### src/rtl/hazard_stall_controller_if.sv
// Control bundle between the pipeline datapath and the hazard/stall controller.
// The datapath side takes the master modport; the controller takes the slave modport.
interface hazard_stall_controller_if #(
  parameter int CNT_W = 16
);
  logic [4:0]       id_rs;
  logic [4:0]       id_rt;
  logic             id_uses_rs;
  logic             id_uses_rt;
  logic             id_is_mdu;
  logic             ex_memRead;
  logic             ex_regWrite;
  logic [4:0]       ex_writeReg;
  logic             mem_branch;
  logic             mem_zero;
  logic             pc_write;
  logic             pc_src;
  logic             if_id_write;
  logic             if_id_flush;
  logic             id_ex_write;
  logic             id_ex_bubble;
  logic             ex_mem_bubble;
  logic             mdu_busy;
  logic [CNT_W-1:0] stall_cycles;
  logic [CNT_W-1:0] flush_count;

  modport master (
    output id_rs, id_rt, id_uses_rs, id_uses_rt, id_is_mdu,
           ex_memRead, ex_regWrite, ex_writeReg, mem_branch, mem_zero,
    input  pc_write, pc_src, if_id_write, if_id_flush, id_ex_write,
           id_ex_bubble, ex_mem_bubble, mdu_busy, stall_cycles, flush_count
  );

  modport slave (
    input  id_rs, id_rt, id_uses_rs, id_uses_rt, id_is_mdu,
           ex_memRead, ex_regWrite, ex_writeReg, mem_branch, mem_zero,
    output pc_write, pc_src, if_id_write, if_id_flush, id_ex_write,
           id_ex_bubble, ex_mem_bubble, mdu_busy, stall_cycles, flush_count
  );
endinterface

### src/rtl/hazard_stall_controller.sv
// Five-stage pipeline sequencer: resolves load-use stalls, taken-branch flushes and
// multi-cycle MDU occupancy of EX, with saturating stall/flush performance counters.
module hazard_stall_controller #(
  parameter int MDU_LATENCY = 4,
  parameter int CNT_W       = 16
) (
  input logic                  clk,
  input logic                  rst,
  hazard_stall_controller_if.slave bus
);

  typedef enum logic {RUN, MDU_WAIT} state_t;

  localparam logic [3:0] MDU_WAIT_LOAD = 4'(MDU_LATENCY - 1);

  state_t           r_state;
  logic [3:0]       r_cnt;
  logic [CNT_W-1:0] r_stall_cycles;
  logic [CNT_W-1:0] r_flush_count;

  logic w_taken;
  logic w_lu;
  logic w_rs_hit;
  logic w_rt_hit;

  assign w_taken  = bus.mem_branch & bus.mem_zero;
  assign w_rs_hit = bus.id_uses_rs & (bus.id_rs == bus.ex_writeReg);
  assign w_rt_hit = bus.id_uses_rt & (bus.id_rt == bus.ex_writeReg);
  assign w_lu     = bus.ex_memRead & bus.ex_regWrite & (bus.ex_writeReg != 5'd0)
                  & (w_rs_hit | w_rt_hit);

  // Priority: taken branch > MDU hold > load-use > MDU entry.
  always_comb begin
    // NOTE: every output gets its idle value first so no path leaves one unassigned (no latch).
    bus.pc_write      = 1'b1;
    bus.pc_src        = 1'b0;
    bus.if_id_write   = 1'b1;
    bus.if_id_flush   = 1'b0;
    bus.id_ex_write   = 1'b1;
    bus.id_ex_bubble  = 1'b0;
    bus.ex_mem_bubble = 1'b0;
    if (w_taken) begin
      bus.pc_src        = 1'b1;
      bus.if_id_flush   = 1'b1;
      bus.id_ex_bubble  = 1'b1;
      bus.ex_mem_bubble = 1'b1;
    end else if (r_state == MDU_WAIT) begin
      bus.pc_write      = 1'b0;
      bus.if_id_write   = 1'b0;
      bus.id_ex_write   = 1'b0;
      bus.ex_mem_bubble = 1'b1;
    end else if (w_lu) begin
      bus.pc_write      = 1'b0;
      bus.if_id_write   = 1'b0;
      bus.id_ex_bubble  = 1'b1;
    end
  end

  assign bus.mdu_busy     = (r_state == MDU_WAIT);
  assign bus.stall_cycles = r_stall_cycles;
  assign bus.flush_count  = r_flush_count;

  always_ff @(posedge clk or negedge rst) begin
    if (!rst) begin
      r_state        <= RUN;
      r_cnt          <= 4'd0;
      r_stall_cycles <= '0;
      r_flush_count  <= '0;
    end else begin
      // NOTE: non-blocking assignments so all state updates see pre-edge values.
      if (w_taken) begin
        // A younger MDU op in EX is squashed together with the rest of the wrong path.
        r_state <= RUN;
        r_cnt   <= 4'd0;
      end else if (r_state == MDU_WAIT) begin
        r_cnt <= r_cnt - 4'd1;
        if (r_cnt == 4'd1) r_state <= RUN;
      end else if (!w_lu && bus.id_is_mdu && (MDU_LATENCY > 1)) begin
        r_state <= MDU_WAIT;
        r_cnt   <= MDU_WAIT_LOAD;
      end

      if (!bus.pc_write && (r_stall_cycles != '1)) r_stall_cycles <= r_stall_cycles + 1'b1;
      if (w_taken && (r_flush_count != '1))       r_flush_count  <= r_flush_count + 1'b1;
    end
  end

endmodule
### src/flat_wrapper.sv
// flat-port wrapper written by rule: the top's interface ports become plain ports
module hazard_stall_controller_flat 
#(
  parameter int MDU_LATENCY = 4,
  parameter int CNT_W       = 16
)
  (clk, rst, bus_id_rs, bus_id_rt, bus_id_uses_rs, bus_id_uses_rt, bus_id_is_mdu, bus_ex_memRead, bus_ex_regWrite, bus_ex_writeReg, bus_mem_branch, bus_mem_zero, bus_pc_write, bus_pc_src, bus_if_id_write, bus_if_id_flush, bus_id_ex_write, bus_id_ex_bubble, bus_ex_mem_bubble, bus_mdu_busy, bus_stall_cycles, bus_flush_count);
  hazard_stall_controller_if #(.CNT_W(CNT_W)) bus_i ();
  input logic clk;
  input logic rst;
  input wire logic [$bits(bus_i.id_rs)-1:0] bus_id_rs;
  input wire logic [$bits(bus_i.id_rt)-1:0] bus_id_rt;
  input wire logic [$bits(bus_i.id_uses_rs)-1:0] bus_id_uses_rs;
  input wire logic [$bits(bus_i.id_uses_rt)-1:0] bus_id_uses_rt;
  input wire logic [$bits(bus_i.id_is_mdu)-1:0] bus_id_is_mdu;
  input wire logic [$bits(bus_i.ex_memRead)-1:0] bus_ex_memRead;
  input wire logic [$bits(bus_i.ex_regWrite)-1:0] bus_ex_regWrite;
  input wire logic [$bits(bus_i.ex_writeReg)-1:0] bus_ex_writeReg;
  input wire logic [$bits(bus_i.mem_branch)-1:0] bus_mem_branch;
  input wire logic [$bits(bus_i.mem_zero)-1:0] bus_mem_zero;
  output wire logic [$bits(bus_i.pc_write)-1:0] bus_pc_write;
  output wire logic [$bits(bus_i.pc_src)-1:0] bus_pc_src;
  output wire logic [$bits(bus_i.if_id_write)-1:0] bus_if_id_write;
  output wire logic [$bits(bus_i.if_id_flush)-1:0] bus_if_id_flush;
  output wire logic [$bits(bus_i.id_ex_write)-1:0] bus_id_ex_write;
  output wire logic [$bits(bus_i.id_ex_bubble)-1:0] bus_id_ex_bubble;
  output wire logic [$bits(bus_i.ex_mem_bubble)-1:0] bus_ex_mem_bubble;
  output wire logic [$bits(bus_i.mdu_busy)-1:0] bus_mdu_busy;
  output wire logic [$bits(bus_i.stall_cycles)-1:0] bus_stall_cycles;
  output wire logic [$bits(bus_i.flush_count)-1:0] bus_flush_count;
  assign bus_i.id_rs = bus_id_rs;
  assign bus_i.id_rt = bus_id_rt;
  assign bus_i.id_uses_rs = bus_id_uses_rs;
  assign bus_i.id_uses_rt = bus_id_uses_rt;
  assign bus_i.id_is_mdu = bus_id_is_mdu;
  assign bus_i.ex_memRead = bus_ex_memRead;
  assign bus_i.ex_regWrite = bus_ex_regWrite;
  assign bus_i.ex_writeReg = bus_ex_writeReg;
  assign bus_i.mem_branch = bus_mem_branch;
  assign bus_i.mem_zero = bus_mem_zero;
  assign bus_pc_write = bus_i.pc_write;
  assign bus_pc_src = bus_i.pc_src;
  assign bus_if_id_write = bus_i.if_id_write;
  assign bus_if_id_flush = bus_i.if_id_flush;
  assign bus_id_ex_write = bus_i.id_ex_write;
  assign bus_id_ex_bubble = bus_i.id_ex_bubble;
  assign bus_ex_mem_bubble = bus_i.ex_mem_bubble;
  assign bus_mdu_busy = bus_i.mdu_busy;
  assign bus_stall_cycles = bus_i.stall_cycles;
  assign bus_flush_count = bus_i.flush_count;
  hazard_stall_controller #(.MDU_LATENCY(MDU_LATENCY), .CNT_W(CNT_W)) u_core (.clk(clk), .rst(rst), .bus(bus_i));
endmodule
### config.mk
export PLATFORM = sky130hd
export DESIGN_NAME = hazard_stall_controller_flat
export DESIGN_NICKNAME = d
export VERILOG_FILES = /design/src/rtl/hazard_stall_controller_if.sv /design/src/rtl/hazard_stall_controller.sv /design/src/flat_wrapper.sv
export SDC_FILE = /design/constraint.sdc
export NUM_CORES = 1
export LEC_CHECK = 0
export CAP_MARGIN = 20
export CORE_UTILIZATION = 43
export CTS_BUF_LIST = sky130_fd_sc_hd__clkbuf_2 sky130_fd_sc_hd__clkbuf_4 sky130_fd_sc_hd__clkbuf_8
export DETAILED_ROUTE_END_ITERATION = 8
export PLACE_DENSITY = 0.79
export SKIP_LAST_GASP = 1
export SYNTH_ARGS = -nofsm -noshare
export SYNTH_HDL_FRONTEND = slang
export SYNTH_SLANG_ARGS = --single-unit
### constraint.sdc
create_clock -name clk -period 2.5 [get_ports clk]
set_input_delay 0.625 -clock clk [delete_from_list [all_inputs] [get_ports clk]]
set_output_delay 0.625 -clock clk [all_outputs]
set_load 0.02 [all_outputs]
==> flow_metrics.py, run 1 <==
metrics = {
    "placement": {
        "pre_cts_ws_ns": -0.901,
        "gp_congestion": 0.839,
        "hpwl_mm": 3.36,
        "io_buffers": 63,
    },
    "critical_path": {
        "path_max_fanout": 3,
        "end_kind": "output pin",
        "cp.arrival_ns": 1.90,
        "cp-start-kind": "input port",
        "crit_type": "input port to output pin",
        "critPathRequiredTime_ns": 1.88,
    },
    "timing": {
        "setup_viol": 2,
        "whs_ns": 0.503,
        "fin_ws_ns": -0.0280,
        "slew_violations": 0,
        "fmax_ghz": 0.396,
        "relSlewSlack": 0.693,
        "finalCritPeriodShare": 1.01,
        "fin_crit_ns": 2.53,
        "rsz0062_at_grt": "yes",
        "finalHoldViolCount": 0,
        "skew_ns": 0.00546,
        "tightest_slew_ns": 0.461,
    },
    "yosys": {
        "synth_cell_type_count": 38,
        "seq_area_frac_synth": 0.472,
        "synth_flop_cell": "dfrtp_1",
        "synth_area_um2": 1960,
        "synth_edf_count": 0,
        "synth_seq_cells": 37,
        "postSynthCellCount": 189,
        "avgSynthCellArea_um2": 10.4,
        "synth.net_count": 217,
        "async_flop_share": 1.00,
        "yosysWarnings": 0,
    },
    "die": {
        "dieWidth_um": 69.6,
        "die_area_um2": 4840,
        "initial_utilization": 0.448,
        "fp-row-count": 24,
        "fp.dieH_um": 69.6,
        "core_um2": 4380,
        "boundaryPins": 64,
    },
    "final_layout": {
        "postLayoutCoreUtil": 0.664,
        "seqCellArea_um2": 926,
        "drive_above_1_share": 0.234,
        "fin_nets": 306,
        "multi_input_area_um2": 1050,
        "area_growth_pct": 48.3,
        "diodes": 0,
        "fillers": 348,
    },
    "global_routing": {
        "overflow": 0,
        "grt_max_degree": 38,
        "antenna_found_initial": 0,
        "grt_pass1_wl_mm": 7.55,
        "grt_pass1_vias": 1670,
        "track_usage": 0.192,
    },
    "drt": {
        "drc": 0,
        "drt-total-wl_mm": 4.45,
        "ant_nets": 0,
        "first_pass_iters": 4,
        "drt_iter0_drc": 54,
        "routedWlPerCell_um": 13.5,
        "avgViaCountPerCell": 5.03,
        "vias": 1661,
    },
    "job": {
        "drv_cap": 0,
    },
    "pwr": {
        "p_leak_nw": 1.26,
        "p_per_area_nw_per_um2": 868,
        "vdd_ir_drop_max_mv": 0.572,
    },
    "cts": {
        "htreeDepth": 2,
        "cts.sink_count": 37,
        "clockRootBuffer": "clkbuf_8",
        "path_clk_slew_ns": 0.06,
        "cts_tree": "yes",
        "clock_latency_ns": 0.28,
        "ctsHoldBuffers": 0,
        "clockBufferDepth": 2,
        "cts_made_buffers": 5,
    },
    "outcome": {
        "violations": "negative setup slack",
        "outcome": "complete, but fails checks",
    },
    "min_path": {
        "worstHoldPathType": "flop to flop",
    },
}
-- flip-flops by register name (all words and copies together), names as in the netlist --
signal,cells
u_core.bus.flush_count,16
u_core.bus.mdu_busy,1
u_core.bus.stall_cycles,16
u_core.r_cnt,4
-- per-stage QoR --
stage	TNS, ns	total power, mW	instances	area [µm²]
after CTS	-0.00808	2.55	329	2900
after global placement	-4.28	2.09	318	2790
final	-0.0556	2.53	330	2910
after floorplan	-0.0323	1.57	189	1980
after detailed placement	-5.26	2.12	318	2790
after global routing	-0.245	2.70	330	2910
-- cell type report --
class / count / share of cell area
Multi-Input combinational cell: 141 / 0.362
Sequential cell: 37 / 0.318
Clock buffer: 7 / 0.0309
Timing Repair Buffer: 86 / 0.258
Tap cell: 52 / 0.0223
Inverter: 7 / 0.00902
-- metal layers --
layer,routed length [µm],GRT usage,up-vias
li1,-,-,836
met2,2170,0.327,32
met3,179,0.0392,2
met5,0,0,-
met4,25,0.0476,0
met1,2080,0.251,791
-- Yosys cell counts, types with 2 or more instances --
cell	number	area (µm²)
dfrtp_1	37	926
xnor2_1	23	201
nand2_1	18	67.6
xor2_1	17	149
nand3_1	14	70.1
nor2_1	12	45.0
nand4_1	10	62.6
nor3_1	8	40.0
inv_1	7	26.3
a21oi_1	5	25.0
and3_1	4	25.0
ha_1	4	50.1
nor4_2	3	37.5
buf_4	2	15.0
clkbuf_1	2	7.51
-- final timing paths --
kind / startpoint / end / slack (ns) / cells past startpoint
max: bus_ex_writeReg[1] / bus_if_id_write / -0.03 / 8
min: u_core.bus.flush_count[9]$_DFFE_PN0P_ / u_core.bus.flush_count[9]$_DFFE_PN0P_ / 0.50 / 1
max reg2reg: u_core.bus.stall_cycles[0]$_DFFE_PN0P_ / u_core.bus.stall_cycles[15]$_DFFE_PN0P_ / 0.56 / 6
min reg2reg: u_core.bus.flush_count[9]$_DFFE_PN0P_ / u_core.bus.flush_count[9]$_DFFE_PN0P_ / 0.50 / 1
max in group asynchronous: rst / u_core.bus.stall_cycles[5]$_DFFE_PN0P_ / 1.42 / 2
min in group asynchronous: rst / u_core.bus.flush_count[13]$_DFFE_PN0P_ / 0.76 / 2
-- timing repair --
item | 4_1_cts | 5_1_grt
resized for setup | 91 | 2
setup buffers | 4 | 1
pin swaps | 17 | 2
endpoints found under the setup margin | 7 | 4
-- placed cells by master (no fill, tap or decap), types with 3 or more instances in the layout --
cell / synthesis / final
a21oi_1: 5 / 5
and3_1: 4 / 4
buf_2: 0 / 10
buf_4: 2 / 25
buf_6: 0 / 3
clkbuf_8: 0 / 6
clkdlybuf4s15_1: 0 / 3
clkdlybuf4s50_1: 0 / 39
dfrtp_1: 37 / 37
dlygate4sd2_1: 0 / 5
ha_1: 4 / 4
inv_1: 7 / 7
nand2_1: 18 / 18
nand3_1: 14 / 14
nand4_1: 10 / 10
nor2_1: 12 / 12
nor3_1: 8 / 8
nor4_2: 3 / 3
xnor2_1: 23 / 17
xnor2_2: 0 / 6
xor2_1: 17 / 17
-- report_power, final --
group / total, mW / switching (mW) / internal [mW]
Clock: 0.422 / 0.193 / 0.229
Combinational: 1.14 / 0.560 / 0.575
Sequential: 0.971 / 0.211 / 0.760
-- logic make-up (layout without fill, tap and decap cells) --
kind of cell / after synthesis / count (layout) / share of synthesized area
AO/OA/AOI/OAI: 16 / 16 / 0.0644
XOR/XNOR: 40 / 40 / 0.178
adder cells (fa/ha/maj): 4 / 4 / 0.0255
buffers and inverters: 11 / 100 / 0.0249
flip-flops: 37 / 37 / 0.472
multiplexers: 2 / 2 / 0.0115
AND/OR/NAND/NOR: 79 / 79 / 0.224
-- critical path, cell delays in order --
cell and delay [ns]:
buf_8 0.10, buf_6 0.11, xnor2_2 0.11, nand4_1 0.13
o22a_1 0.24, o21a_4 0.22, or2_4 0.23, buf_6 0.13
(Power assumes the default switching activity.)
==> run 2, diff against run 1 <==
- CTS_CLUSTER_SIZE: default -> 40
- clock period: 2.5 -> 2.3 ns (I/O delays scaled with it)
==> flow_metrics.py, run 2 (synthesized netlist as in run 1, its figures left out) <==
metrics = {
    "job": {
        "drv_cap": 0,
    },
    "critical_path": {
        "path_max_fanout": 3,
        "cp-startpoint": "bus_ex_writeReg[1]",
        "cp.arrival_ns": 1.85,
        "rr_worst_depth": 6,
        "worst-path-buf-inv": 3,
        "cp_cell_sequence": "buf_8 -> buf_6 -> xnor2_2 -> nand4_1 -> o22a_1 -> o21a_4 -> or2_4 -> buf_6",
        "crit_path_end": "bus_if_id_write",
        "critPathRequiredTime_ns": 1.73,
        "cp-start-kind": "input port",
        "crit_type": "input port to output pin",
        "cp_slowest_stage_delay_ns": 0.24,
        "slowest_stage": "o22a_1",
        "critPathTopFamily": "compound AO/OA/AOI/OAI gates",
        "end_kind": "output pin",
        "path_depth": 8,
        "worstReg2RegEnd": "u_core.bus.stall_cycles[1]$_DFFE_PN0P_",
        "cpMostUsedCell": "buf_6",
        "r2r_slack_ns": 0.30,
        "rr_startpoint": "u_core.bus.stall_cycles[0]$_DFFE_PN0P_",
    },
    "drt": {
        "vias": 1806,
        "first_pass_iters": 4,
        "ant_nets": 0,
        "routedWlPerCell_um": 14.9,
        "drt-total-wl_mm": 5.23,
        "avgViaCountPerCell": 5.16,
        "drt_iter0_drc": 46,
        "drc": 0,
    },
    "cts": {
        "clock_latency_ns": 0.28,
        "clockBufferDepth": 2,
        "ctsHoldBuffers": 0,
        "cts_made_buffers": 5,
        "clockRootBuffer": "clkbuf_8",
        "cts.sink_count": 37,
        "htreeDepth": 2,
        "path_clk_slew_ns": 0.07,
        "cts_tree": "yes",
    },
    "timing": {
        "setup_viol": 3,
        "fmax_ghz": 0.413,
        "tightest_slew_ns": 0.469,
        "relSlewSlack": 0.688,
        "skew_ns": 0.00272,
        "fin_ws_ns": -0.123,
        "slew_violations": 0,
        "finalHoldViolCount": 0,
        "fin_crit_ns": 2.42,
        "finalCritPeriodShare": 1.05,
        "tns_ns": -0.306,
        "rsz0062_at_grt": "yes",
    },
    "pwr": {
        "seq_power_share": 0.346,
        "p_per_area_nw_per_um2": 973,
        "p_leak_nw": 1.37,
        "p_switching_mw": 1.15,
        "clkPwrFrac": 0.190,
        "p_int_mw": 1.89,
        "p_sw_frac": 0.378,
        "vdd_ir_drop_max_mv": 0.632,
        "combPwrFrac": 0.464,
    },
    "final_layout": {
        "diodes": 0,
        "fin_nets": 325,
        "layout_commonest_cell": "buf_4",
        "final_cell_mix": "buf_4 (40), clkdlybuf4s50_1 (39), dfrtp_1 (37), nand2_1 (18)",
        "area_growth_pct": 59.1,
        "drive_above_1_share": 0.319,
        "fin_area_um2": 3120,
    },
    "global_routing": {
        "track_usage": 0.218,
        "grt_pass1_wl_mm": 8.28,
        "antenna_found_initial": 0,
        "overflow": 0,
        "grt_max_degree": 38,
        "grt_pass1_vias": 1782,
    },
    "placement": {
        "io_buffers": 63,
        "place_area_um2": 2810,
        "gp_congestion": 0.786,
        "hpwl_mm": 3.47,
    },
    "die": {
        "fp-row-count": 24,
        "fp.dieH_um": 69.6,
        "boundaryPins": 64,
        "core_um2": 4380,
        "dieWidth_um": 69.6,
        "die_area_um2": 4840,
        "initial_utilization": 0.448,
    },
    "outcome": {
        "outcome": "complete, but fails checks",
        "violations": "negative setup slack",
    },
    "min_path": {
        "worstHoldPathType": "flop to flop",
    },
}
-- run 2: cell count changes in the layout (fill, tap and decap cells not counted), sizes merged --
cell / before / now
bufinv: 0 / 1
clkinvlp: 0 / 1
clkdlybuf4s15: 3 / 0
dlygate4sd2: 5 / 2
clkbuf: 7 / 11
buf: 39 / 59
-- run 2: worst min path at each step --
stage | depth (start not counted) | slack (ns) | startpoint | endpoint
after floorplan | 0 | 0.28 | rst | u_core.bus.flush_count[0]$_DFFE_PN0P_
after CTS | 1 | 0.51 | u_core.bus.flush_count[9]$_DFFE_PN0P_ | u_core.bus.flush_count[9]$_DFFE_PN0P_
after detailed placement | 1 | 0.50 | u_core.bus.flush_count[9]$_DFFE_PN0P_ | u_core.bus.flush_count[9]$_DFFE_PN0P_
after global placement | 1 | 0.48 | u_core.bus.flush_count[7]$_DFFE_PN0P_ | u_core.bus.flush_count[7]$_DFFE_PN0P_
final | 1 | 0.50 | u_core.bus.stall_cycles[10]$_DFFE_PN0P_ | u_core.bus.stall_cycles[10]$_DFFE_PN0P_
after global routing | 1 | 0.51 | u_core.bus.stall_cycles[10]$_DFFE_PN0P_ | u_core.bus.stall_cycles[10]$_DFFE_PN0P_
-- run 2: layout make-up --
| type | count | area (µm²) |
|---|---|---|
| Clock buffer | 6 | 82.6 |
| Clock inverter | 2 | 37.5 |
| Fill cell | 302 | 1260 |
| Inverter | 7 | 26.3 |
| Multi-Input combinational cell | 141 | 1100 |
| Sequential cell | 37 | 926 |
| Tap cell | 52 | 65.1 |
| Timing Repair Buffer | 105 | 886 |
-- run 2: per-stage QoR --
step / utilization / std cells / hold slack (ns) / worst slack, ns / power [mW]
2_1_floorplan: - / 189 / 0.279 / -0.132 / 1.71
3_3_place_gp: 0.641 / 321 / 0.485 / -0.941 / 2.29
3_5_place_dp: 0.641 / 321 / 0.498 / -1.01 / 2.33
4_1_cts: 0.699 / 350 / 0.509 / -0.0889 / 2.97
5_1_grt: 0.712 / 350 / 0.512 / -0.182 / 3.21
6_report: 0.712 / 350 / 0.503 / -0.123 / 3.04
-- run 2: repair_timing --
action                                  4_1_cts  5_1_grt
pin swaps                                    20        9
endpoints found under the setup margin       14       16
endpoints found under the hold margin         0        0
setup buffers                                21        2
resized for setup                            94       21
-- run 2: layer usage --
metal	global-route usage	up-vias	routed length (µm)
met5	0	-	0
met4	0.0794	0	81
met3	0.0480	6	214
met2	0.368	48	2730
met1	0.273	877	2210
li1	-	875	-
-- run 2: power by group through the flow --
stage	Combinational, mW	Sequential (mW)	Clock (mW)
global route	1.51	1.08	0.619
detailed placement	1.28	1.05	0
CTS	1.33	1.04	0.594
global placement	1.25	1.05	0
floorplan	0.506	1.20	0
finish	1.41	1.05	0.576
-- run 2: worst reg2reg max path: cells and delay by family, from the launching register on --
kind	cells	cell delay [ns]
and+or+nand+nor	3	0.44
DFF	1	0.43
AOI/OAI and AO/OA	1	0.46
muxes	1	0.31
adders and majority gates	1	0.24
